--- src/rtl/uart_rx_sampler_pkg.sv ---
// uart_rx_pkg
// Shared constants and helpers for the UART receive path: the legal
// oversampling ratios, bit-count width, frame lengths used by the receive
// FSM, and the small pure functions used by the sampler.
package uart_rx_pkg;

  localparam logic [5:0] PRESCALE_8  = 6'd8;
  localparam logic [5:0] PRESCALE_16 = 6'd16;
  localparam logic [5:0] PRESCALE_32 = 6'd32;

  localparam int BIT_CNT_W = 4;

  // Frame length in bit periods: start + 8 data + stop, optionally + parity.
  localparam int FRAME_BITS_NO_PAR = 10;
  localparam int FRAME_BITS_PAR    = 11;

  typedef logic [BIT_CNT_W-1:0] bit_cnt_t;
  typedef logic [5:0]           edge_cnt_t;

  // Any prescale outside the supported set falls back to 8x oversampling.
  function automatic edge_cnt_t eff_prescale(input logic [5:0] p);
    edge_cnt_t r;
    case (p)
      PRESCALE_16: r = PRESCALE_16;
      PRESCALE_32: r = PRESCALE_32;
      default:     r = PRESCALE_8;
    endcase
    return r;
  endfunction

  function automatic logic majority3(input logic a, input logic b, input logic c);
    return (a & b) | (a & c) | (b & c);
  endfunction

endpackage

--- src/rtl/uart_rx_sampler_if.sv ---
// uart_rx_sampler_if
// Bundles the sampler's control inputs and recovered-bit outputs.
//   master : receive FSM / line side (drives RX_IN, Prescale, enables)
//   slave  : uart_rx_sampler (drives counters, strobe and recovered bit)
interface uart_rx_sampler_if;
  import uart_rx_pkg::*;

  logic      RX_IN;
  logic [5:0] Prescale;
  logic      edge_cnt_enable;
  logic      dat_samp_en;
  edge_cnt_t edge_cnt;
  bit_cnt_t  bit_cnt;
  logic      edge_cnt_max;
  logic      sampled_bit;
  logic      take_sample;
  logic      str_glitch;

  modport master (
    output RX_IN, Prescale, edge_cnt_enable, dat_samp_en,
    input  edge_cnt, bit_cnt, edge_cnt_max, sampled_bit, take_sample, str_glitch
  );

  modport slave (
    input  RX_IN, Prescale, edge_cnt_enable, dat_samp_en,
    output edge_cnt, bit_cnt, edge_cnt_max, sampled_bit, take_sample, str_glitch
  );

endinterface

--- src/rtl/uart_rx_sampler_bit_sync.sv ---
// bit_sync
// N-stage synchroniser for an asynchronous single-bit input. Flops reset to 1
// so an idle-high line shows no spurious low during reset release.
//   clk : destination clock
//   rst : asynchronous active-low reset
//   d   : asynchronous input
//   q   : synchronised output (d itself when N = 0)
module bit_sync #(
  parameter int N = 2
) (
  input  logic clk,
  input  logic rst,
  input  logic d,
  output logic q
);

  if (N == 0) begin : g_bypass
    logic sync_unused;
    assign sync_unused = clk & rst;
    assign q = d;
  end else begin : g_sync
    logic [N-1:0] sync_q;
    logic [N-1:0] sync_d;

    always_comb begin
      sync_d[0] = d;
      for (int i = 1; i < N; i++) begin
        sync_d[i] = sync_q[i-1];
      end
    end

    always_ff @(posedge clk or negedge rst) begin
      if (!rst) sync_q <= '1;
      else      sync_q <= sync_d;
    end

    assign q = sync_q[N-1];
  end

endmodule

--- src/rtl/uart_rx_sampler.sv ---
// uart_rx_sampler
// Oversampling timing and bit recovery for the UART receiver. Counts edges
// within a bit and completed bit periods, captures three mid-bit samples of
// the synchronised line and majority-votes them into one recovered bit.
//   clk_RX  : oversampling clock
//   rst     : asynchronous active-low reset
//   rx_if   : slave modport carrying RX_IN, Prescale, edge_cnt_enable,
//             dat_samp_en in and edge_cnt, bit_cnt, edge_cnt_max,
//             sampled_bit, take_sample, str_glitch out
module uart_rx_sampler
  import uart_rx_pkg::*;
#(
  parameter int SYNC_STAGES = 2,
  parameter int BIT_CNT_MAX = 11
) (
  input  logic                clk_RX,
  input  logic                rst,
  uart_rx_sampler_if.slave    rx_if
);

  localparam bit_cnt_t BIT_MAX = bit_cnt_t'(BIT_CNT_MAX);

  logic      rx_s;
  edge_cnt_t p_eff;
  edge_cnt_t half;

  edge_cnt_t edge_cnt_q, edge_cnt_d;
  bit_cnt_t  bit_cnt_q, bit_cnt_d;
  logic [2:0] samp_q, samp_d;
  logic [2:0] samp_vld_q, samp_vld_d;
  logic      sampled_bit_q, sampled_bit_d;
  logic      str_glitch_q, str_glitch_d;

  logic      enable;
  logic      sample_act;
  logic      wrap;
  logic      vote;
  logic      vote_now;

  bit_sync #(.N(SYNC_STAGES)) u_sync (
    .clk (clk_RX),
    .rst (rst),
    .d   (rx_if.RX_IN),
    .q   (rx_s)
  );

  assign p_eff      = eff_prescale(rx_if.Prescale);
  assign half       = p_eff >> 1;
  assign enable     = rx_if.edge_cnt_enable;
  assign sample_act = enable & rx_if.dat_samp_en;

  // Wrapping at 63 covers an illegal mid-frame prescale shrink: the counter
  // overruns the new P-1 and must still come back to 0.
  always_comb begin
    wrap       = enable && ((edge_cnt_q == p_eff - 6'd1) || (edge_cnt_q == 6'd63));
    edge_cnt_d = edge_cnt_q + 6'd1;
    bit_cnt_d  = bit_cnt_q;
    if (!enable) begin
      edge_cnt_d = '0;
      bit_cnt_d  = '0;
    end else if (wrap) begin
      edge_cnt_d = '0;
      if (bit_cnt_q != BIT_MAX) bit_cnt_d = bit_cnt_q + 1'b1;
    end
  end

  // Valid flags chain s0 -> s1 -> s2 so that only an unbroken set of three
  // captures from the current bit can be voted.
  always_comb begin
    samp_d     = samp_q;
    samp_vld_d = samp_vld_q;
    vote       = majority3(samp_q[0], samp_q[1], samp_q[2]);
    vote_now   = sample_act && (edge_cnt_q == half + 6'd2) && (&samp_vld_q);
    if (!sample_act) begin
      samp_vld_d = '0;
    end else if (edge_cnt_q == half - 6'd1) begin
      samp_d[0]  = rx_s;
      samp_vld_d = 3'b001;
    end else if (edge_cnt_q == half) begin
      samp_d[1]     = rx_s;
      samp_vld_d[1] = samp_vld_q[0];
    end else if (edge_cnt_q == half + 6'd1) begin
      samp_d[2]     = rx_s;
      samp_vld_d[2] = samp_vld_q[1];
    end else if (edge_cnt_q == half + 6'd2) begin
      samp_vld_d = '0;
    end
  end

  // Glitch flag is decided only by the start-bit vote and then held so the
  // FSM can still inspect it once bit_cnt has moved on to 1.
  always_comb begin
    sampled_bit_d = vote_now ? vote : sampled_bit_q;
    str_glitch_d  = str_glitch_q;
    if (!enable)                            str_glitch_d = 1'b0;
    else if (vote_now && bit_cnt_q == '0)   str_glitch_d = vote;
  end

  always_ff @(posedge clk_RX or negedge rst) begin
    if (!rst) begin
      edge_cnt_q    <= '0;
      bit_cnt_q     <= '0;
      samp_q        <= '1;
      samp_vld_q    <= '0;
      sampled_bit_q <= 1'b1;
      str_glitch_q  <= 1'b0;
    end else begin
      edge_cnt_q    <= edge_cnt_d;
      bit_cnt_q     <= bit_cnt_d;
      samp_q        <= samp_d;
      samp_vld_q    <= samp_vld_d;
      sampled_bit_q <= sampled_bit_d;
      str_glitch_q  <= str_glitch_d;
    end
  end

  assign rx_if.edge_cnt     = edge_cnt_q;
  assign rx_if.bit_cnt      = bit_cnt_q;
  assign rx_if.edge_cnt_max = enable && (edge_cnt_q == p_eff - 6'd1);
  assign rx_if.sampled_bit  = sampled_bit_q;
  assign rx_if.take_sample  = vote_now;
  assign rx_if.str_glitch   = str_glitch_q;

endmodule

--- src/flat_wrapper.sv ---
// flat-port wrapper written by rule: the top's interface ports become plain ports
module uart_rx_sampler_flat import uart_rx_pkg::*;
#(
  parameter int SYNC_STAGES = 2,
  parameter int BIT_CNT_MAX = 11
)
  (clk_RX, rst, rx_if_RX_IN, rx_if_Prescale, rx_if_edge_cnt_enable, rx_if_dat_samp_en, rx_if_edge_cnt, rx_if_bit_cnt, rx_if_edge_cnt_max, rx_if_sampled_bit, rx_if_take_sample, rx_if_str_glitch);
  uart_rx_sampler_if rx_if_i ();
  input  logic clk_RX;
  input  logic rst;
  input wire logic [$bits(rx_if_i.RX_IN)-1:0] rx_if_RX_IN;
  input wire logic [$bits(rx_if_i.Prescale)-1:0] rx_if_Prescale;
  input wire logic [$bits(rx_if_i.edge_cnt_enable)-1:0] rx_if_edge_cnt_enable;
  input wire logic [$bits(rx_if_i.dat_samp_en)-1:0] rx_if_dat_samp_en;
  output wire logic [$bits(rx_if_i.edge_cnt)-1:0] rx_if_edge_cnt;
  output wire logic [$bits(rx_if_i.bit_cnt)-1:0] rx_if_bit_cnt;
  output wire logic [$bits(rx_if_i.edge_cnt_max)-1:0] rx_if_edge_cnt_max;
  output wire logic [$bits(rx_if_i.sampled_bit)-1:0] rx_if_sampled_bit;
  output wire logic [$bits(rx_if_i.take_sample)-1:0] rx_if_take_sample;
  output wire logic [$bits(rx_if_i.str_glitch)-1:0] rx_if_str_glitch;
  assign rx_if_i.RX_IN = rx_if_RX_IN;
  assign rx_if_i.Prescale = rx_if_Prescale;
  assign rx_if_i.edge_cnt_enable = rx_if_edge_cnt_enable;
  assign rx_if_i.dat_samp_en = rx_if_dat_samp_en;
  assign rx_if_edge_cnt = rx_if_i.edge_cnt;
  assign rx_if_bit_cnt = rx_if_i.bit_cnt;
  assign rx_if_edge_cnt_max = rx_if_i.edge_cnt_max;
  assign rx_if_sampled_bit = rx_if_i.sampled_bit;
  assign rx_if_take_sample = rx_if_i.take_sample;
  assign rx_if_str_glitch = rx_if_i.str_glitch;
  uart_rx_sampler #(.SYNC_STAGES(SYNC_STAGES), .BIT_CNT_MAX(BIT_CNT_MAX)) u_core (.clk_RX(clk_RX), .rst(rst), .rx_if(rx_if_i));
endmodule
--- config.mk ---
export PLATFORM = sky130hd
export DESIGN_NAME = uart_rx_sampler_flat
export DESIGN_NICKNAME = d
export VERILOG_FILES = /design/src/rtl/uart_rx_sampler_pkg.sv /design/src/rtl/uart_rx_sampler_if.sv /design/src/rtl/uart_rx_sampler_bit_sync.sv /design/src/rtl/uart_rx_sampler.sv /design/src/flat_wrapper.sv
export SDC_FILE = /design/constraint.sdc
export NUM_CORES = 1
export LEC_CHECK = 0
export ABC_CLOCK_PERIOD_IN_PS = 3500
export CAP_MARGIN = 20
export CORE_UTILIZATION = 55
export CTS_CLUSTER_DIAMETER = 60
export DETAILED_ROUTE_END_ITERATION = 8
export PLACE_DENSITY = 0.84
export SYNTH_ARGS = -nofsm -noshare
export SYNTH_HDL_FRONTEND = slang
export SYNTH_HIERARCHICAL = 1
export SYNTH_SLANG_ARGS = --single-unit
export TNS_END_PERCENT = 10
--- constraint.sdc ---
create_clock -name clk_RX -period 3.5 [get_ports clk_RX]
set_input_delay 0.525 -clock clk_RX [delete_from_list [all_inputs] [get_ports clk_RX]]
set_output_delay 0.525 -clock clk_RX [all_outputs]
set_load 0.01 [all_outputs]
==> qor.txt, run 1 <==
Routed wire per std cell - 15.3 um
R2R Setup Slk - 1.49 ns
FP Rows - 17
fraction of layout cells with a size suffix above 1 - 16.6%
Power Dens Cells - 321 nW/um2
Mapped Area - 1330 um2
CTS sink count - 20
Hold Crit Class - reg -> reg
XOR/XNOR Fraction of Synth Area - 1.97%
Crit Path Class - in -> out
Num CTS Buffers - 3
top cell type's share of synthesized area - 26.3%
Primary FF master, synth - dfrtp_1
CP top delay family - simple AND/OR/NAND/NOR gates
fin crit share - 95.9%
Skew-Pair Late Insertion Delay - 0.31 ns
Slew Viols, Final - 0
first-pass GRT wire length - 4690 um
reg2reg end - u_core/rx_if.sampled_bit
Final Wtd Congestion - 0.824
Yosys reg bits - 20
number of diodes - 0
largest net degree at the start of global routing - 21
FILL cells - 180
Final #Nets - 175
Seq/Total Area, Yosys - 38.2%
IO Count - 25
RSZ-0062 raised after global routing - no
LEAKAGE - 0.000633 uW
relative slew slack - 41.9%
DIE HEIGHT - 51.2 um
reg2reg start - u_core/rx_if.edge_cnt[4]
initial antenna violation count - 0
port buffer count - 24
DIE AREA - 2620 um2
fmax - 298 MHz
CP most frequent cell - clkdlybuf4s50_1
Synth cell types - 50
final hold violations - 0
largest family of logic cells by synthesized area - simple AND/OR/NAND/NOR gates
max cap viols - 0
Worst path slowest cell - clkdlybuf4s50_1
post-synthesis mux area share - 6.39%
register area - 508 um2
synthesis-to-layout area growth - 23.5%
# hold bufs at CTS - 0
footprint of the multi-input gates - 774 um2
Synth area leader - dfrtp_1
Initial Utilization - 59.0%
DRC Markers - 0
Setup crit start - rx_if_Prescale[3]
Core Area - 2250 um2
Buf+Inv Stages, Crit Path - 2
Syn Inst Count - 133
Fin Hold WS - 0.368 ns
Post-Synth Simple-Gate Area - 24.0%
crit path capture - rx_if_edge_cnt_max
final setup violation count - 0
Post-DRT Antenna Nets - 0
number of setup buffers added after CTS - 0
Post-Syn Area per Cell - 10.0 um2
Final Skew - 0.00521 ns
Post-Synth Adder-Cell Area - 6.39%
VDD IR max - 303 uV
measured slew at the worst slew-check pin - 0.869 ns
DIE WIDTH - 51.2 um
Max Root-Sink Buffers - 2
compound-gate portion of the synthesized area - 19.5%
Worst-path clk slew - 0.11 ns
final WL - 2830 um
syn nets - 150
Synth area leaders - dfrtp_1, dfstp_2, ha_1
TNS Setup - 0 ns
min Tclk post-route - 3.36 ns
EDFF count, synth - 0
post-DP HPWL - 2030 um
H-Tree Depth - 1
worst-path fanout max - 5
ys async rst share - 100%
outcome - finished, final reports clean
GR Overflow Total - 0
Critical Path, Cell by Cell - clkdlybuf4s50_1, nor4_4, and3_1, o31a_1, a21oi_1, nor4b_1, clkdlybuf4s50_1
root buf cell - clkbuf_4
Worst EP required - 2.97 ns
CTS tree - built
Crit path arrival time - 2.83 ns
initial DRC count - 30
Setup crit end kind - output pin
drt first pass iters - 4
R2R cell count - 5
cell count of the worst hold path - 0
YS warnings - 6
critical path depth in cells - 7
slowest stage delay, CP - 0.59 ns
startpoint types - primary input
Via density - 6.17
Total Routing Usage GR - 25.0%
via count - 1141
vias in the first global route - 1083
post_cts resized - 0
-- report_power, final --
part	internal, uW	switching, uW
Clock	116	72.8
Sequential	248	10.1
Combinational	38.5	41.9
-- registers in the layout, summed over array words and instances, names as in the netlist --
register and cells:
u_core/samp_q 3, u_core/rx_if.sampled_bit 1, u_core/rx_if.str_glitch 1, u_core/u_sync/g_sync.sync_q 2, u_core/samp_vld_q 3, u_core/rx_if.edge_cnt 6, u_core/rx_if.bit_cnt 4
-- logic make-up (layout without fill, tap and decap cells) --
logic type,after synthesis,in the layout
xor gates and xnor gates,3,3
adders and majority gates,7,7
DFF,20,20
buffers and inverters,12,36
and+or+nand+nor,55,55
AOI/OAI and AO/OA,28,28
muxes,8,8
-- metrics by stage --
stage / util [%] / cell area [um2] / setup WS (ns) / total power [uW] / cells
floorplan: - / 1330 / 1.09 / 306 / 133
global placement: 70.6 / 1590 / 0.157 / 338 / 181
detailed placement: 70.6 / 1590 / 0.130 / 342 / 181
CTS: 72.9 / 1640 / 0.114 / 532 / 185
global route: 72.9 / 1640 / 0.0286 / 552 / 185
finish: 72.9 / 1640 / 0.143 / 527 / 185
-- layer usage --
metal  vias up  routed length (um)  GRT usage [%]
met3         5                 120           4.17
li1        536                   -              -
met4         0                  55           15.3
met5         -                   0              0
met1       566                1230           31.0
met2        34                1420           40.4
-- synth_stat cells, drive strengths merged (2+ instances only) --
master and count:
nand2 15, nor3b 3, nor2b 3, buf 3, a32oi 2, nand3 5, mux2 4, xor2 2
nor2 9, clkbuf 2, nand3b 2, nand2b 2, o21ai 2, nand4b 2, dfstp 6, a21oi 9
ha 6, inv 7, dfrtp 14, nor3 3, nand4 2, mux2i 4, o31ai 2, and2 2
o32ai 2
-- cells in the final DEF (no fill, tap or decap), types with 3 or more instances in the layout --
cell type        Yosys  routed
mux2_2               3       3
inv_1                7       7
a21oi_1              7       7
dfrtp_1             14      14
nor2_1               9       9
ha_1                 6       6
nor2b_1              3       3
nand2_1             15      15
mux2i_1              4       4
nor3b_1              3       3
dfstp_2              6       6
nand3_1              5       5
clkbuf_4             0       3
clkdlybuf4s50_1      0      24
-- worst min path at each step --
stage	endpoint	slack, ns	start
6_report	u_core/u_sync/g_sync.sync_q[1]	0.37	u_core/u_sync/g_sync.sync_q[0]
5_1_grt	u_core/u_sync/g_sync.sync_q[1]	0.37	u_core/u_sync/g_sync.sync_q[0]
4_1_cts	u_core/u_sync/g_sync.sync_q[1]	0.37	u_core/u_sync/g_sync.sync_q[0]
3_5_place_dp	u_core/u_sync/g_sync.sync_q[1]	0.35	u_core/u_sync/g_sync.sync_q[0]
3_3_place_gp	u_core/u_sync/g_sync.sync_q[1]	0.35	u_core/u_sync/g_sync.sync_q[0]
2_1_floorplan	u_core/rx_if.bit_cnt[0]	0.23	rst
-- cell type report --
cell class | count | share of cell area (%)
flip-flops and latches | 20 | 30.9
inverters | 7 | 1.60
repair buffers | 25 | 15.1
multi-input cells | 101 | 47.1
clock buffers | 3 | 1.37
clock inverters | 1 | 1.83
well taps | 28 | 2.13
No activity file was read; power rests on OpenSTA's default activity.
==> run 2, diff against run 1 <==
--- a/config.mk
+++ b/config.mk
@@ -7,10 +7,13 @@
 export LEC_CHECK = 0
 export ABC_CLOCK_PERIOD_IN_PS = 3500
 export CAP_MARGIN = 20
-export CORE_UTILIZATION = 55
+export CELL_PAD_IN_SITES_DETAIL_PLACEMENT = 0
+export CELL_PAD_IN_SITES_GLOBAL_PLACEMENT = 1
+export CORE_UTILIZATION = 42
 export CTS_CLUSTER_DIAMETER = 60
+export CTS_CLUSTER_SIZE = 30
 export DETAILED_ROUTE_END_ITERATION = 8
-export PLACE_DENSITY = 0.84
+export PLACE_DENSITY_LB_ADDON = 0.1
 export SYNTH_ARGS = -nofsm -noshare
 export SYNTH_HDL_FRONTEND = slang
 export SYNTH_HIERARCHICAL = 1
==> run 2 against run 1 <==
Effect of this change:
- flip-flop and latch count did not move
- largest cell class unchanged
- clock-buffer cell count did not move
- critical endpoint unchanged
- non-clock buffer count rose by 3
==> qor.txt, run 2 (synthesis gave the netlist of run 1 again) <==
outcome - finished, final reports clean
CP top delay family - buffers and inverters
Final Power - 527 uW
VDD IR max - 218 uV
relative slew slack - 40.6%
post-DP HPWL - 2170 um
sw frac - 23.5%
Power Internal - 403 uW
GR Overflow Total - 0
fraction of layout cells with a size suffix above 1 - 18.1%
measured slew at the worst slew-check pin - 0.888 ns
# hold bufs at CTS - 0
Power Dens Cells - 313 nW/um2
max reg flops - 6
Routed wire per std cell - 13.9 um
max cap viols - 0
port buffer count - 24
footprint of the multi-input gates - 774 um2
fmax - 297 MHz
Skew-Pair Late Insertion Delay - 0.30 ns
most frequent cells in the layout - clkdlybuf4s50_1, nand2_1, dfrtp_1
CTS sink count - 20
startpoint types - primary input
Final Wtd Congestion - 0.762
final WL - 2830 um
final hold violations - 0
DIE HEIGHT - 58.3 um
FILL cells - 289
initial antenna violation count - 0
Core Area - 3030 um2
Crit Path Class - in -> out
number of diodes - 0
DIE AREA - 3400 um2
clock power share - 35.8%
R2R Setup Slk - 1.47 ns
Crit path arrival time - 2.84 ns
DIE WIDTH - 58.3 um
vias in the first global route - 1078
final setup violation count - 0
DRC Markers - 0
register area - 508 um2
Initial Utilization - 44.0%
H-Tree Depth - 1
min Tclk post-route - 3.36 ns
Num CTS Buffers - 3
IO Count - 25
fin crit share - 96.1%
worst-path fanout max - 3
Reg power frac - 48.7%
via count - 1106
Max Root-Sink Buffers - 2
switching pwr - 124 uW
initial DRC count - 41
first-pass GRT wire length - 4910 um
drt first pass iters - 4
CTS tree - built
post_cts resized - 0
FP Rows - 20
Post-DRT Antenna Nets - 0
number of setup buffers added after CTS - 0
Worst path slowest cell - or4_4
CP most frequent cell - clkdlybuf4s50_1
Via density - 5.42
Total Routing Usage GR - 18.6%
Final #Nets - 178
largest net degree at the start of global routing - 21
LEAKAGE - 0.000649 uW
slowest stage delay, CP - 0.59 ns
Slew Viols, Final - 0
Critical Path, Cell by Cell - clkdlybuf4s50_1, or4_4, o32ai_1, a21oi_1, nor4b_1, clkdlybuf4s50_1
most common cell after layout, fill and taps aside - clkdlybuf4s50_1
RSZ-0062 raised after global routing - no
Final Skew - 0.0103 ns
Worst EP required - 2.97 ns
synthesis-to-layout area growth - 26.7%
Hold Crit Class - reg -> reg
Buf+Inv Stages, Crit Path - 2
power share of the combinational group - 15.5%
Worst-path clk slew - 0.12 ns
TNS Setup - 0 ns
root buf cell - clkbuf_4
Setup crit end kind - output pin
run 2: changes by cell type in the layout (fill, tap and decap cells not counted):
cell	before	now
buf_4	1	4
run 2: final cells by class:
type | instances | share of cell area (%)
Clock buffer | 3 | 1.34
Clock inverter | 1 | 1.78
Inverter | 7 | 1.56
Multi-Input combinational cell | 101 | 45.9
Sequential cell | 20 | 30.1
Tap cell | 44 | 3.26
Timing Repair Buffer | 28 | 16.0
run 2: per-stage QoR:
stage	hold slack, ns	std cells	setup WS, ns	area (um2)	utilization [%]
CTS	0.368	204	0.0967	1690	55.7
finish	0.366	204	0.136	1690	55.7
global route	0.373	204	0.0116	1690	55.7
floorplan	0.229	133	1.09	1330	-
detailed placement	0.349	200	0.0992	1630	54.0
global placement	0.346	200	0.148	1630	54.0
run 2: worst paths after layout:
kind	from	to	depth (start not counted)
setup reg to reg	u_core/rx_if.edge_cnt[4]	u_core/rx_if.sampled_bit	6
hold / removal	u_core/u_sync/g_sync.sync_q[0]	u_core/u_sync/g_sync.sync_q[1]	0
setup / recovery	rx_if_Prescale[3]	rx_if_edge_cnt_max	6
max in group asynchronous	rst	u_core/rx_if.edge_cnt[3]	1
min in group asynchronous	rst	u_core/samp_vld_q[1]	1
hold reg to reg	u_core/u_sync/g_sync.sync_q[0]	u_core/u_sync/g_sync.sync_q[1]	0
run 2: layer usage:
layer  up-vias  wire [um]  global-route usage [%]
met4         0         16                    4.76
met3         2        114                    3.08
li1        538          -                       -
met1       540       1340                    26.2
met5         -          0                       0
met2        26       1360                    30.0
run 2: power by group through the flow:
| stage | Clock, uW | Sequential [uW] | Combinational, uW |
|---|---|---|---|
| 6_report | 189 | 257 | 81.7 |
| 5_1_grt | 203 | 259 | 90.5 |
| 4_1_cts | 196 | 257 | 82.3 |
| 3_5_place_dp | 0 | 261 | 82.0 |
| 3_3_place_gp | 0 | 261 | 80.6 |
| 2_1_floorplan | 0 | 260 | 45.6 |
==> run 3, diff against run 2 <==
--- a/config.mk
+++ b/config.mk
@@ -9,6 +9,7 @@
 export CAP_MARGIN = 20
 export CELL_PAD_IN_SITES_DETAIL_PLACEMENT = 0
 export CELL_PAD_IN_SITES_GLOBAL_PLACEMENT = 1
+export CORE_MARGIN = 2
 export CORE_UTILIZATION = 42
 export CTS_CLUSTER_DIAMETER = 60
 export CTS_CLUSTER_SIZE = 30
==> run 3 against run 2 <==
Effect of this change:
- non-clock buffer count unchanged
- flip-flop and latch count is the same
- total power rose by 0.61%
- setup slack got worse by 0.019 ns
- global-route usage shrank 0.15 points
- wire length is 6.9% higher
- register-to-register slack worse by 0.03 ns
- sequential share of layout area unchanged
- cell area stayed put
- critical endpoint unchanged
==> qor.txt, run 3 (synthesis gave the netlist of run 1 again) <==
Via density - 5.51
most common cell after layout, fill and taps aside - clkdlybuf4s50_1
Worst EP required - 2.97 ns
port buffer count - 24
Initial Utilization - 44.0%
first-pass GRT wire length - 5020 um
CP most frequent cell - clkdlybuf4s50_1
VDD IR max - 204 uV
Routed wire per std cell - 14.8 um
slowest stage delay, CP - 0.59 ns
Crit Path Class - in -> out
Reg power frac - 48.5%
met1 wire length - 1420 um
initial antenna violation count - 0
clock power share - 35.9%
switching pwr - 127 uW
# hold bufs at CTS - 0
Final Skew - 0.00217 ns
dpl cells - 200
Buf+Inv Stages, Crit Path - 2
TNS Setup - 0 ns
Power Dens Cells - 314 nW/um2
Setup crit end kind - output pin
relative slew slack - 39.7%
Total Routing Usage GR - 18.5%
FP Rows - 20
Max Root-Sink Buffers - 2
DIE WIDTH - 60.3 um
fmax - 296 MHz
Post-DRT Antenna Nets - 0
vias in the first global route - 1107
drt first pass iters - 4
CTS sink count - 20
DRC Markers - 0
Num CTS Buffers - 3
hold path startpoint - u_core/u_sync/g_sync.sync_q[0]
initial DRC count - 41
max reg flops - 6
synthesis-to-layout area growth - 26.7%
Hold Crit Class - reg -> reg
fin crit share - 96.7%
min Tclk post-route - 3.38 ns
Core Area - 3030 um2
number of diodes - 0
post-DP HPWL - 2270 um
Power Internal - 403 uW
Worst path slowest cell - clkdlybuf4s50_1
FILL cells - 277
outcome - finished, final reports clean
Skew-Pair Late Insertion Delay - 0.30 ns
met3 WL post-DR - 94 um
reg2reg start - u_core/rx_if.edge_cnt[4]
max cap viols - 0
DIE HEIGHT - 60.3 um
final hold violations - 0
GR Overflow Total - 0
startpoint types - primary input
Setup crit start - rx_if_Prescale[3]
Final Power - 530 uW
worst-path fanout max - 3
IO Count - 25
number of setup buffers added after CTS - 0
fraction of layout cells with a size suffix above 1 - 18.1%
Top Layer Used - met4
RSZ-0062 raised after global routing - no
Crit path arrival time - 2.86 ns
Slew Viols, Final - 0
Critical Path, Cell by Cell - clkdlybuf4s50_1, or4_4, o32ai_1, a21oi_1, nor4b_1, clkdlybuf4s50_1
routed wl met2 - 1500 um
LEAKAGE - 0.000649 uW
largest net degree at the start of global routing - 21
DIE AREA - 3640 um2
final WL - 3030 um
final setup violation count - 0
root buf cell - clkbuf_4
most frequent cells in the layout - clkdlybuf4s50_1, nand2_1, dfrtp_1
measured slew at the worst slew-check pin - 0.901 ns
power share of the combinational group - 15.6%
CP top delay family - buffers and inverters
Worst-path clk slew - 0.12 ns
post_cts resized - 0
Final #Nets - 178
non-filler cells, final - 204
CTS tree - built
H-Tree Depth - 1
Final Wtd Congestion - 0.785
via count - 1125
sw frac - 24.0%
run 3: worst paths after layout:
| kind | slack [ns] | cells after the start | endpoint |
|---|---|---|---|
| min | 0.36 | 0 | u_core/u_sync/g_sync.sync_q[1] |
| max reg2reg | 1.44 | 6 | u_core/rx_if.sampled_bit |
| max in group asynchronous | 2.24 | 1 | u_core/rx_if.edge_cnt[2] |
| max | 0.12 | 6 | rx_if_edge_cnt_max |
| min in group asynchronous | 0.72 | 1 | u_core/rx_if.bit_cnt[2] |
| min reg2reg | 0.36 | 0 | u_core/u_sync/g_sync.sync_q[1] |
run 3: per-layer routing:
metal	up-vias	track usage, %
met3	2	2.81
met5	-	0
met1	564	24.8
met2	23	30.3
li1	536	-
met4	0	6.67
run 3: layout make-up:
type / count / area [um2] / share of cell area [%]
multi-input cells: 101 / 774 / 45.9
flip-flops and latches: 20 / 508 / 30.1
repair buffers: 28 / 270 / 16.0
well taps: 44 / 55.1 / 3.26
clock inverters: 1 / 30.0 / 1.78
inverters: 7 / 26.3 / 1.56
clock buffers: 3 / 22.5 / 1.34
run 3: power groups by stage:
stage               registers [uW]  logic [uW]  clock network (uW)
finish                         257        82.8                 190
global route                   259        91.0                 204
CTS                            257        83.2                 199
detailed placement             262        82.8                   0
global placement               261        80.6                   0
floorplan                      260        45.6                   0
run 3: per-stage QoR:
step / worst slack (ns) / instance area [um2] / utilization (%) / hold slack (ns)
2_1_floorplan: 1.09 / 1330 / - / 0.229
3_3_place_gp: 0.141 / 1630 / 54.0 / 0.346
3_5_place_dp: 0.103 / 1630 / 54.0 / 0.347
4_1_cts: 0.0883 / 1690 / 55.7 / 0.365
5_1_grt: 0.00802 / 1690 / 55.7 / 0.369
6_report: 0.117 / 1690 / 55.7 / 0.364
